### src/rtl/stream_packet_arbiter_if.sv
// Stream bundle for the packet arbiter: NUM_PORTS packed input streams plus the
// merged output stream. master = sources/sink side, slave = the arbiter.
interface stream_packet_arbiter_if #(
  parameter int NUM_PORTS = 2,
  parameter int CH_W      = 1
);
  logic [NUM_PORTS*32-1:0] stream_in_data;
  logic [NUM_PORTS*2-1:0]  stream_in_empty;
  logic [NUM_PORTS-1:0]    stream_in_valid;
  logic [NUM_PORTS-1:0]    stream_in_startofpacket;
  logic [NUM_PORTS-1:0]    stream_in_endofpacket;
  logic [NUM_PORTS-1:0]    stream_in_ready;
  logic [31:0]             stream_out_data;
  logic [1:0]              stream_out_empty;
  logic                    stream_out_valid;
  logic                    stream_out_startofpacket;
  logic                    stream_out_endofpacket;
  logic [CH_W-1:0]         stream_out_channel;
  logic                    stream_out_ready;

  modport master (
    output stream_in_data, stream_in_empty, stream_in_valid,
           stream_in_startofpacket, stream_in_endofpacket, stream_out_ready,
    input  stream_in_ready, stream_out_data, stream_out_empty, stream_out_valid,
           stream_out_startofpacket, stream_out_endofpacket, stream_out_channel
  );

  modport slave (
    input  stream_in_data, stream_in_empty, stream_in_valid,
           stream_in_startofpacket, stream_in_endofpacket, stream_out_ready,
    output stream_in_ready, stream_out_data, stream_out_empty, stream_out_valid,
           stream_out_startofpacket, stream_out_endofpacket, stream_out_channel
  );
endinterface

### src/rtl/stream_packet_arbiter.sv
// Packet-level round-robin merge of NUM_PORTS 32-bit streams; grant held SOP..EOP,
// stray non-SOP beats on idle ports are swallowed and counted (saturating).
module stream_packet_arbiter #(
  parameter int NUM_PORTS = 2,
  parameter int CH_W      = 1
) (
  input  logic                   clk,
  input  logic                   reset,
  stream_packet_arbiter_if.slave bus,
  output logic [15:0]            drop_count
);
  typedef enum logic {S_IDLE, S_PASS} state_t;

  state_t               state;
  logic [CH_W-1:0]      grant, last_grant, win_idx;
  logic                 win_found, pass;
  logic [NUM_PORTS-1:0] req, stray;
  logic [31:0]          g_data;
  logic [1:0]           g_empty;
  logic                 g_valid, g_sop, g_eop;

  assign req   = bus.stream_in_valid & bus.stream_in_startofpacket;
  assign stray = bus.stream_in_valid & ~bus.stream_in_startofpacket;
  assign pass  = (state == S_PASS) && !reset;

  function automatic logic [CH_W-1:0] port_at(input logic [CH_W-1:0] base, input int off);
    int s;
    s = (int'(base) + off) % NUM_PORTS;
    return CH_W'(s);
  endfunction

  // search starts just above the previous winner, so every port gets a turn
  always_comb begin
    win_found = 1'b0;
    win_idx   = '0;
    for (int i = 1; i <= NUM_PORTS; i++) begin
      if (!win_found && req[port_at(last_grant, i)]) begin
        win_found = 1'b1;
        win_idx   = port_at(last_grant, i);
      end
    end
  end

  always_comb begin
    g_data  = '0;
    g_empty = '0;
    g_valid = 1'b0;
    g_sop   = 1'b0;
    g_eop   = 1'b0;
    for (int p = 0; p < NUM_PORTS; p++) begin
      if (grant == CH_W'(p)) begin
        g_data  = bus.stream_in_data[p*32 +: 32];
        g_empty = bus.stream_in_empty[p*2 +: 2];
        g_valid = bus.stream_in_valid[p];
        g_sop   = bus.stream_in_startofpacket[p];
        g_eop   = bus.stream_in_endofpacket[p];
      end
    end
  end

  // zero-latency passthrough while a packet owns the output; zeros otherwise
  always_comb begin
    bus.stream_out_valid         = pass && g_valid;
    bus.stream_out_data          = pass ? g_data  : '0;
    bus.stream_out_empty         = pass ? g_empty : '0;
    bus.stream_out_startofpacket = pass && g_sop;
    bus.stream_out_endofpacket   = pass && g_eop;
    bus.stream_out_channel       = pass ? grant : '0;
    bus.stream_in_ready          = '0;
    if (!reset) begin
      if (state == S_IDLE) begin
        bus.stream_in_ready = stray;
      end else begin
        for (int p = 0; p < NUM_PORTS; p++)
          bus.stream_in_ready[p] = (grant == CH_W'(p)) && bus.stream_out_ready;
      end
    end
  end

  always_ff @(posedge clk) begin
    if (reset) begin
      state      <= S_IDLE;
      grant      <= '0;
      last_grant <= CH_W'(NUM_PORTS - 1);
      drop_count <= '0;
    end else begin
      case (state)
        S_IDLE: begin
          if (win_found) begin
            grant      <= win_idx;
            last_grant <= win_idx;
            state      <= S_PASS;
          end
          // one increment per cycle no matter how many ports are stray
          if (|stray && drop_count != 16'hFFFF)
            drop_count <= drop_count + 16'd1;
        end
        S_PASS: begin
          if (g_valid && bus.stream_out_ready && g_eop)
            state <= S_IDLE;
        end
      endcase
    end
  end
endmodule

### src/flat_wrapper.sv
// flat-port wrapper written by rule: the top's interface ports become plain ports
module stream_packet_arbiter_flat 
#(
  parameter int NUM_PORTS = 2,
  parameter int CH_W      = 1
)
  (clk, reset, drop_count, bus_stream_in_data, bus_stream_in_empty, bus_stream_in_valid, bus_stream_in_startofpacket, bus_stream_in_endofpacket, bus_stream_out_ready, bus_stream_in_ready, bus_stream_out_data, bus_stream_out_empty, bus_stream_out_valid, bus_stream_out_startofpacket, bus_stream_out_endofpacket, bus_stream_out_channel);
  stream_packet_arbiter_if #(.NUM_PORTS(NUM_PORTS), .CH_W(CH_W)) bus_i ();
  input  logic clk;
  input  logic reset;
  output logic [15:0] drop_count;
  input wire logic [$bits(bus_i.stream_in_data)-1:0] bus_stream_in_data;
  input wire logic [$bits(bus_i.stream_in_empty)-1:0] bus_stream_in_empty;
  input wire logic [$bits(bus_i.stream_in_valid)-1:0] bus_stream_in_valid;
  input wire logic [$bits(bus_i.stream_in_startofpacket)-1:0] bus_stream_in_startofpacket;
  input wire logic [$bits(bus_i.stream_in_endofpacket)-1:0] bus_stream_in_endofpacket;
  input wire logic [$bits(bus_i.stream_out_ready)-1:0] bus_stream_out_ready;
  output wire logic [$bits(bus_i.stream_in_ready)-1:0] bus_stream_in_ready;
  output wire logic [$bits(bus_i.stream_out_data)-1:0] bus_stream_out_data;
  output wire logic [$bits(bus_i.stream_out_empty)-1:0] bus_stream_out_empty;
  output wire logic [$bits(bus_i.stream_out_valid)-1:0] bus_stream_out_valid;
  output wire logic [$bits(bus_i.stream_out_startofpacket)-1:0] bus_stream_out_startofpacket;
  output wire logic [$bits(bus_i.stream_out_endofpacket)-1:0] bus_stream_out_endofpacket;
  output wire logic [$bits(bus_i.stream_out_channel)-1:0] bus_stream_out_channel;
  assign bus_i.stream_in_data = bus_stream_in_data;
  assign bus_i.stream_in_empty = bus_stream_in_empty;
  assign bus_i.stream_in_valid = bus_stream_in_valid;
  assign bus_i.stream_in_startofpacket = bus_stream_in_startofpacket;
  assign bus_i.stream_in_endofpacket = bus_stream_in_endofpacket;
  assign bus_i.stream_out_ready = bus_stream_out_ready;
  assign bus_stream_in_ready = bus_i.stream_in_ready;
  assign bus_stream_out_data = bus_i.stream_out_data;
  assign bus_stream_out_empty = bus_i.stream_out_empty;
  assign bus_stream_out_valid = bus_i.stream_out_valid;
  assign bus_stream_out_startofpacket = bus_i.stream_out_startofpacket;
  assign bus_stream_out_endofpacket = bus_i.stream_out_endofpacket;
  assign bus_stream_out_channel = bus_i.stream_out_channel;
  stream_packet_arbiter #(.NUM_PORTS(NUM_PORTS), .CH_W(CH_W)) u_core (.clk(clk), .reset(reset), .bus(bus_i), .drop_count(drop_count));
endmodule
### config.mk
export PLATFORM = sky130hd
export DESIGN_NAME = stream_packet_arbiter_flat
export DESIGN_NICKNAME = d
export VERILOG_FILES = /design/src/rtl/stream_packet_arbiter_if.sv /design/src/rtl/stream_packet_arbiter.sv /design/src/flat_wrapper.sv
export SDC_FILE = /design/constraint.sdc
export NUM_CORES = 1
export LEC_CHECK = 0
export ABC_AREA = 1
export CORE_MARGIN = 2
export CORE_UTILIZATION = 34
export DETAILED_ROUTE_END_ITERATION = 7
export GPL_TIMING_DRIVEN = 0
export PLACE_DENSITY = 0.82
export SETUP_SLACK_MARGIN = 0.2
export SYNTH_ARGS = -nofsm -noshare
export SYNTH_HDL_FRONTEND = slang
export SYNTH_SLANG_ARGS = --single-unit
### constraint.sdc
create_clock -name clk -period 1.7 [get_ports clk]
set_clock_uncertainty 0.1 [all_clocks]
set_input_delay 0.255 -clock clk [delete_from_list [all_inputs] [get_ports clk]]
set_output_delay 0.255 -clock clk [all_outputs]
set_load 0.005 [all_outputs]
=== Yosys cells after proc, flatten, opt, wreduce, memory -nomap -nowiden ===
Index checks and enable logic that the tools add are counted.

* Register bits: 19
* Latch bits: 0
* RAM bits: 0
* Memory bits (read-only): 0
* Input port bits: 77
* Output and inout bits: 56
* Word-level logic and storage cells: 51
* Memories: 0

* Add/subtract/negate cells: 3
* Multiply operators: 0
* Divide/modulo/power cells: 0
* Order comparisons: 2
* Equal/unequal tests: 1
* Shift-type cells: 0
* Multiplexer cells: 21
* Bitwise logic cells: 5
* Reduce and logical (&&, ||, !) cells: 15

{| class="wikitable"
|+ Operator list
! operator !! count
|-
| $mux 32 || 2
|-
| $add 16x1->16 const B || 1
|-
| $ne 16x16->1 const B || 1
|-
| $mux 1 || 14
|-
| $logic_and 1x1->1 || 10
|-
| $mux 2 || 4
|-
| $and 2x2->2 || 2
|-
| $lt 1x2->1 const B || 2
|-
| $reduce_and 2->1 || 2
|-
| $add 1x1->1 const B || 2
|-
| $logic_not 1->1 || 2
|-
| $not 1->1 || 2
|-
| $not 2->2 || 1
|-
| $pmux 1 s2 || 1
|-
| $reduce_or 2->1 || 1
|}

=== Logic depth before layout (Yosys ltp) ===
Gate-level depths: netlist of the first run.

* Depth after elaboration: 9
* Mapped depth: 11
* Gate-level depth less buffers: 10

=== Least setup slack after synthesis of the first run ===
OpenSTA, ideal clock, no wires.

* Path kind: register to register
* From: register u_core.drop_count[0]
* To: register u_core.drop_count[14]
* Setup time: 115 ps
* Arrival: 1323 ps
* Path slack: 162 ps
* Stages on the path, launching flop included: 10
* Clock period less this slack: 1538 ps
* Cells stage by stage: dfxtp_1 ha_1 nand2_1 nor2_2 nand2_2 nor2_4 nor2_4 buf_6 a21oi_1 nor2_1

* Cells in the longest elaborated chain, start to end: 3
* Elaborated cells between the ends (all ways): 4
* Classes of those cells: add/sub (1); eq/ne (1); reduce/logical (2)

{| class="wikitable"
|+ RTL lines
! what !! RTL line !! RTL
|-
| start: declaration || stream_packet_arbiter.sv:10 || <nowiki>output logic [15:0] drop_count</nowiki>
|-
| start signal: assignment || stream_packet_arbiter.sv:96 || <nowiki>drop_count <= drop_count + 16'd1;</nowiki>
|-
| branches (longest 3 deep; another with $add 16x1->16) || - ||
|}

Parallel ways; which one is timed is not known.
A chain may end at the register's enable or synchronous reset.

=== Worst setup path in the final report of the first run ===
* From: register u_core.grant
* To: output bus_stream_in_ready[1]

* Cells in the longest elaborated chain, start to end: 3

{| class="wikitable"
|+ RTL lines
! what !! RTL line !! RTL
|-
| start: declaration || stream_packet_arbiter.sv:15 || <nowiki>logic [CH_W-1:0] grant, last_grant, win_idx;</nowiki>
|-
| start signal: assignment || stream_packet_arbiter.sv:90 || <nowiki>grant <= win_idx;</nowiki>
|-
| $logic_and 1x1->1 || stream_packet_arbiter.sv:75 || <nowiki>bus.stream_in_ready[p] = (grant == CH_W'(p)) && bus.stream_out_ready;</nowiki>
|-
| $mux 2 || stream_packet_arbiter.sv:71 || <nowiki>if (state == S_IDLE) begin</nowiki>
|-
| $mux 2 || stream_packet_arbiter.sv:70 || <nowiki>if (!reset) begin</nowiki>
|-
| end: declaration || flat_wrapper.sv:18 || <nowiki>output wire logic [$bits(bus_i.stream_in_ready)-1:0] bus_stream_in_ready;</nowiki>
|}

Every way passes these cells.

==> metrics.md, run 1 <==
| Metric | Value |
|---|---|
| Outcome | `finished with violations` |
| Violated checks | `negative setup slack` |
| Worst skew pair latency | `between 0.2 and 0.3 ns` |
| Leakage power | `~2.1 nW` |
| CP peak stage delay | `0.41 ns` |
| Die Ht | `75.4 microns` |
| Final slew viol count | `0` |
| Clk network pwr share | `20.1%` |
| Total gr overflow | `0` |
| Crit-path slowest cell | `dfxtp_4` |
| Share of layout cells above drive strength 1 | `about half` |
| R2R depth | `8` |
| Rows | `25` |
| Area growth syn-to-layout | `138%` |
| Register Area | `~440 sq um` |
| Synth unique cells | `28` |
| DIE WIDTH | `75.4 microns` |
| Tmin final | `1.78 ns` |
| CTS tree | `yes` |
| Post-DRT Antenna Nets | `0` |
| Area contributors post-synth | `nand2_1, dfxtp_1, a21oi_1` |
| Critical Path Fanout Max | `5` |
| Drt via density | `between 5 and 6` |
| Filler instances | `about 260` |
| Period utilization | `104%` |
| Switch Pwr | `between 0.6 and 0.7 mW` |
| Synth area leader | `nand2_1` |
| DRC | `0` |
| H-tree depth | `1` |
| EDFF count, synth | `0` |
| CP top delay family | `buffers and inverters` |
| Critical path cell sequence | `buf_4 > inv_6 > buf_4 > nor2_2 > nand2_1 > o21ai_1 > buf_2` |
| Crit path capture type | `primary output` |
| WP data arrival | `1.42 ns` |
| Power Internal | `1.10 mW` |
| I/O Pins | `approximately 130` |
| Total power | `1.74 mW` |
| Fmax | `around 0.56 GHz` |
| Critical path launch point type | `register` |
| Net Count, Synth | `~400` |
| Clock tree root buffer cell | `clkbuf_8` |
| First-pass GRT wire length | `between 10,000 and 15,000 microns` |
| Avg Inst Size Synth | `between 5 and 6 sq um` |
| Final Hold Viols | `0` |
| Top-area cell type share of the netlist area | `between 20 and 30%` |
| Nets@finish | `~590` |
| Slew headroom | `76.2%` |
| RD Place Congestion | `about 0.83` |
| Buf/Inv on CP | `4` |
| Synth warnings | `0` |
| IO buf count | `132` |
| Worst hold path startpoint | `reset` |
| Seq cells post-synth | `19` |
| Critical Path Most Common Cell | `buf_4` |
| Peak supply drop | `between 400 and 500 uV` |
| RSZ-0062 raised after global routing | `true` |
| Switching Fraction | `a little under two fifths` |
| Initial antenna violation count | `0` |
| DR pass1 iterations | `4` |
| Crit Path Category | `reg2out` |
| Ys flop type | `dfxtp_1` |
| Part of the power in combinational logic | `between 50% and 60%` |
| Clock buffer depth | `2` |
| Worst Hold Path EP | `u_core.grant` |
| Reg2reg start | `u_core.drop_count[0]` |
| Clock transition at path regs | `around 0.080 ns` |
| WL final | `12,100 microns` |
| Vias in the first global route | `2,491` |
| Maxcap violations | `0` |
| Drt wl/cell | `~21 microns` |
| Seq pwr share | `27.4%` |
| Area of the multi-input gates | `1540 sq um` |
| Total negative slack | `-0.185 ns` |
| Seq/Total Area, Yosys | `between 20% and 30%` |
| Critical R2R Capture | `u_core.drop_count[14]` |
| Synth Instances | `319` |
| CTS buffer count | `3` |
| CORE AREA | `4820 sq um` |
| Mapped cell area | `approximately 1700 sq um` |
| Most instantiated library cell after synthesis | `nand2_1` |
| Reg2reg setup slack | `0 ns` |
| Least-Margin Pin Slew | `~0.35 ns` |
| Routed vias | `3,189` |
| Post-DP HPWL | `approximately 5600 microns` |
| Largest net degree at the start of global routing | `12` |
| Power Density | `~420 nW/um^2` |
| Class of the worst hold path | `in2reg` |
| Hold depth | `2` |
| Clock sink count | `19` |
| Drt initial violations | `roughly 260` |
| Worst path required time | `1.34 ns` |
| Die outline area | `5680 sq um` |
| Global router's overall resource usage | `roughly 27%` |
| # setup viols final | `9` |
| Final Worst Setup Slack | `-0.0754 ns` |
| Starting Density | `35.9%` |
| Synth async-reset ratio | `0%` |
| Post-synth top cells | `nand2_1, a21oi_1, nor2_1, inv_1, dfxtp_1` |
[layout make-up]
type / count / area share (%)
multi-input combinational: 251 / 37.4
inverter: 35 / 3.74
clock inverter: 1 / 0.121
clock buffer: 3 / 1.00
tap: 67 / 2.03
antenna: 1 / 0.0607
timing repair buffer: 184 / 39.9
timing repair inverter: 1 / 0.213
sequential: 19 / 10.7
buffer: 14 / 4.80
[per-layer routing]
layer / share of wire [%] / GRT usage [%]
met4: 6.7 / 8.77
met5: 0 / 0
met1: 34 / 31.4
met2: 50 / 48.7
met3: 9.4 / 6.08
[repair_timing]
item | 4_1_cts | 5_1_grt
hold buffers | 0 | 0
endpoints found under the setup margin | 71 | 71
resized for setup | 265 | 107
setup buffers | 24 | 23
gates cloned | 5 | 1
pin swaps | 36 | 27
[stage by stage]
stage | cells | area (sq um) | hold slack (ns) | util, % | worst slack [ns]
after floorplan | 319 | 1740 | 0.214 | - | 0.205
after global placement | 518 | 3140 | 0.339 | 65.2 | -0.751
after detailed placement | 518 | 3140 | 0.351 | 65.2 | -0.745
after CTS | 551 | 3630 | 0.201 | 75.4 | 0.0158
after global routing | 575 | 4120 | 0.255 | 85.5 | -0.0953
final | 576 | 4120 | 0.240 | 85.5 | -0.0754
[power groups by stage]
stage / Clock, mW / Sequential (mW) / Combinational, mW
6_report: 0.350 / 0.478 / 0.915
4_1_cts: 0.328 / 0.483 / 0.717
2_1_floorplan: 0 / 0.495 / 0.219
3_5_place_dp: 0 / 0.501 / 0.561
3_3_place_gp: 0 / 0.499 / 0.554
5_1_grt: 0.352 / 0.480 / 0.952
[worst register-to-register path, stage by stage (launching register included)]
cell	delay (ns)
dfxtp_4	0.40
ha_4	0.17
nand3_1	0.20
nor2_4	0.21
nand3_1	0.12
nor2_2	0.20
nand3_2	0.09
nand2_1	0.07
nor2_1	0.04
[cell usage in the layout (no fill, tap or decap), types with 2 or more instances in the layout]
cell type / count
buf_12: 4
a21oi_2: 25
a21oi_1: 17
nand2_1: 85
clkbuf_8: 6
buf_2: 35
nand2_4: 7
buf_6: 15
nand3_2: 13
nand3_4: 2
nor2_4: 6
nand3_1: 7
clkdlybuf4s50_1: 73
dfxtp_4: 15
inv_2: 6
dlymetal6s2s_1: 16
nor2_2: 12
dlygate4sd2_1: 2
nand4_1: 2
nor3_1: 2
inv_1: 24
nor2_1: 23
clkbuf_2: 6
nand2_2: 37
dfxtp_2: 3
buf_8: 4
clkbuf_16: 2
inv_6: 2
buf_4: 37
clkinv_2: 3
[sequential cells by signal, summed over array words and instances, names as in the netlist]
name,flops
u_core.drop_count,16
u_core.grant,1
u_core.last_grant,1
u_core.state,1
[kinds of logic after synthesis]
family / after synthesis / synth area share, %
buf+inv: 49 / 11.8
simple gates: 201 / 50.5
fa+ha+maj: 1 / 0.722
mux: 1 / 0.578
compound gates: 48 / 14.4
flops: 19 / 22.0
[worst max path at each step]
| stage | from | end | slack, ns | depth (start not counted) |
|---|---|---|---|---|
| 2_1_floorplan | u_core.drop_count[0] | u_core.drop_count[14] | 0.21 | 9 |
| 5_1_grt | u_core.grant | bus_stream_in_ready[1] | -0.1 | 7 |
| 3_5_place_dp | reset | bus_stream_in_ready[1] | -0.75 | 8 |
| 4_1_cts | u_core.grant | bus_stream_out_data[5] | 0.02 | 6 |
| 3_3_place_gp | reset | bus_stream_in_ready[0] | -0.75 | 6 |
| 6_report | u_core.grant | bus_stream_in_ready[1] | -0.08 | 7 |
Note: power is estimated with default switching activity, not from simulation.
==> run 2: changes to the inputs <==
--- a/config.mk
+++ b/config.mk
@@ -7,10 +7,10 @@
 export LEC_CHECK = 0
 export ABC_AREA = 1
 export CORE_MARGIN = 2
-export CORE_UTILIZATION = 34
+export CORE_UTILIZATION = 31
 export DETAILED_ROUTE_END_ITERATION = 7
 export GPL_TIMING_DRIVEN = 0
-export PLACE_DENSITY = 0.82
+export PLACE_DENSITY = 0.79
 export SETUP_SLACK_MARGIN = 0.2
 export SYNTH_ARGS = -nofsm -noshare
 export SYNTH_HDL_FRONTEND = slang
==> constraint.sdc (replaced) <==
create_clock -name clk -period 1.6 [get_ports clk]
set_clock_uncertainty 0.1 [all_clocks]
set_input_delay 0.24 -clock clk [delete_from_list [all_inputs] [get_ports clk]]
set_output_delay 0.24 -clock clk [all_outputs]
set_load 0.005 [all_outputs]
==> metrics.md, run 2 (same netlist as run 1, synthesis figures left out) <==
| Metric | Value |
|---|---|
| Critical R2R Capture | `u_core.drop_count[11]` |
| Drt initial violations | `around 140` |
| Crit Path Category | `reg2out` |
| Cts hold-fix bufs | `0` |
| Clock buffer depth | `2` |
| DR pass1 iterations | `5` |
| Place WS | `-0.999 ns` |
| Starting Density | `31.8%` |
| Placed Instance Area | `3190 sq um` |
| Clock tree root buffer cell | `clkbuf_8` |
| Global router's overall resource usage | `between 20 and 30%` |
| Worst Hold Path EP | `u_core.drop_count[0]` |
| I/O Pins | `133` |
| Nets@finish | `between 500 and 600` |
| Dpl cells | `523` |
| DIE WIDTH | `78.7 microns` |
| Reg with most FFs | `u_core.drop_count` |
| Worst skew pair latency | `0.26 ns` |
| Reg2reg start | `u_core.drop_count[0]` |
| Final slew viol count | `0` |
| Fin util | `80.8%` |
| Share of layout cells above drive strength 1 | `55.7%` |
| Critical Path Fanout Max | `5` |
| Fmax | `roughly 0.56 GHz` |
| WL final | `10,900 microns` |
| Filler instances | `a little over 300` |
| Drt via density | `~5.4` |
| Most common cell after layout, fill and taps aside | `clkdlybuf4s50_1` |
| CTS buffer count | `3` |
| Initial antenna violation count | `0` |
| Outcome | `finished with violations` |
| Post-DRT Antenna Nets | `0` |
| Die Ht | `~79 microns` |
| Rows | `27` |
| Leakage power | `between 2 and 2.5 nW` |
| R2R depth | `10` |
| CORE AREA | `between 5000 and 6000 sq um` |
| Register Area | `443 sq um` |
| Total gr overflow | `0` |
| Die outline area | `between 6000 and 7000 sq um` |
| RSZ-0062 raised after global routing | `true` |
| Clock sink count | `19` |
| Hold depth | `2` |
| Crit path capture type | `primary output` |
| First-pass GRT wire length | `roughly 14,000 microns` |
| Violated checks | `negative setup slack` |
| Commonest cells after routing, fill and taps aside | `clkdlybuf4s50_1, nand2_1, nand2_2, buf_2, a21oi_2` |
| Power Density | `428 nW/um^2` |
| Max reg flops | `16` |
| Vias in the first global route | `2,974` |
| Routed vias | `~3,100` |
| Tmin final | `roughly 1.8 ns` |
| Total negative slack | `-2.94 ns` |
| Fin Hold WS | `roughly 0.14 ns` |
| Critical path launch point type | `register` |
| Class of the worst hold path | `in2reg` |
| WP data arrival | `1.46 ns` |
| CTS tree | `yes` |
| Drt wl/cell | `around 19 microns` |
| Largest net degree at the start of global routing | `11` |
| Area of the multi-input gates | `about 1700 sq um` |
| DRC | `0` |
| Post-DP HPWL | `5430 microns` |
| Post-Layout Inst Area | `between 4000 and 5000 sq um` |
| Reg2reg setup slack | `-0.04 ns` |
| Maxcap violations | `0` |
| Clock transition at path regs | `0.08 ns` |
| Worst hold path startpoint | `reset` |
| IO buf count | `roughly 130` |
| Worst path required time | `between 1 and 1.5 ns` |
| CP Launch Point | `u_core.grant` |
| Final Worst Setup Slack | `-0.198 ns` |
| RD Place Congestion | `0.840` |
| Non-Filler Instances | `~580` |
| H-tree depth | `1` |
| Total power | `between 1.5 and 2 mW` |
| Final Hold Viols | `0` |
| Peak supply drop | `441 uV` |
| Area growth syn-to-layout | `154%` |
| Period utilization | `112%` |
| Slew headroom | `about 70%` |
| Least-Margin Pin Slew | `around 0.44 ns` |
| # setup viols final | `49` |
## run 2: changes by cell type in the layout (fill, tap and decap cells not counted), moves of 3 or more
| cell | change |
|---|---|
| nand2_1 | -20 |
| dlygate4sd2_1 | +17 |
| dlymetal6s2s_1 | -16 |
| nand2_4 | +16 |
| a21oi_1 | -12 |
| a21oi_2 | +12 |
| buf_4 | -7 |
| buf_2 | +5 |
| buf_8 | +5 |
| clkbuf_2 | -5 |
| buf_16 | +3 |
| clkbuf_4 | +3 |
| nand2_2 | +3 |
## run 2: worst max-delay path by stage
stage / endpoint / cells after the start
finish: bus_stream_out_data[16] / 6
CTS: bus_stream_out_data[7] / 6
floorplan: u_core.drop_count[9] / 11
global placement: bus_stream_in_ready[0] / 6
global route: bus_stream_out_data[16] / 6
detailed placement: bus_stream_in_ready[0] / 6
## run 2: cell type report
class                           instances  area share, %
Multi-Input combinational cell        251           39.8
Timing Repair Buffer                  186           38.1
Sequential cell                        19           10.1
Buffer                                 14           4.78
Inverter                               35           3.81
Tap cell                               72           2.05
Clock buffer                            4           1.02
Timing Repair inverter                  1          0.256
Antenna cell                            1         0.0569
## run 2: critical path: stages, from the launching register on
cell     delay [ns]
dfxtp_4        0.40
buf_8          0.13
buf_12         0.11
buf_16         0.12
nand2_1        0.06
a21oi_1        0.20
buf_2          0.17
## run 2: where the power goes
| group | leakage, nW | internal [mW] | switching (mW) |
|---|---|---|---|
| sequential | 0.168 | 0.478 | 0.0297 |
| combinational | 1.86 | 0.542 | 0.486 |
| clock | 0.0228 | 0.178 | 0.171 |
| total | 2.05 | 1.20 | 0.686 |
## run 2: metal layers
layer | track usage, % | routed length [microns] | up-vias
li1 | - | - | 1393
met1 | 31.8 | 3830 | 1480
met2 | 54.8 | 5590 | 196
met3 | 4.66 | 879 | 54
met4 | 11.6 | 612 | 0
met5 | 0 | 0 | -
## run 2: repair_timing
action / in CTS / in global routing
setup buffers: 37 / 8
endpoints found under the setup margin: 73 / 57
pin swaps: 50 / 37
resized for setup: 351 / 86
hold endpoints to repair: 0 / 0
cloned: 10 / 0
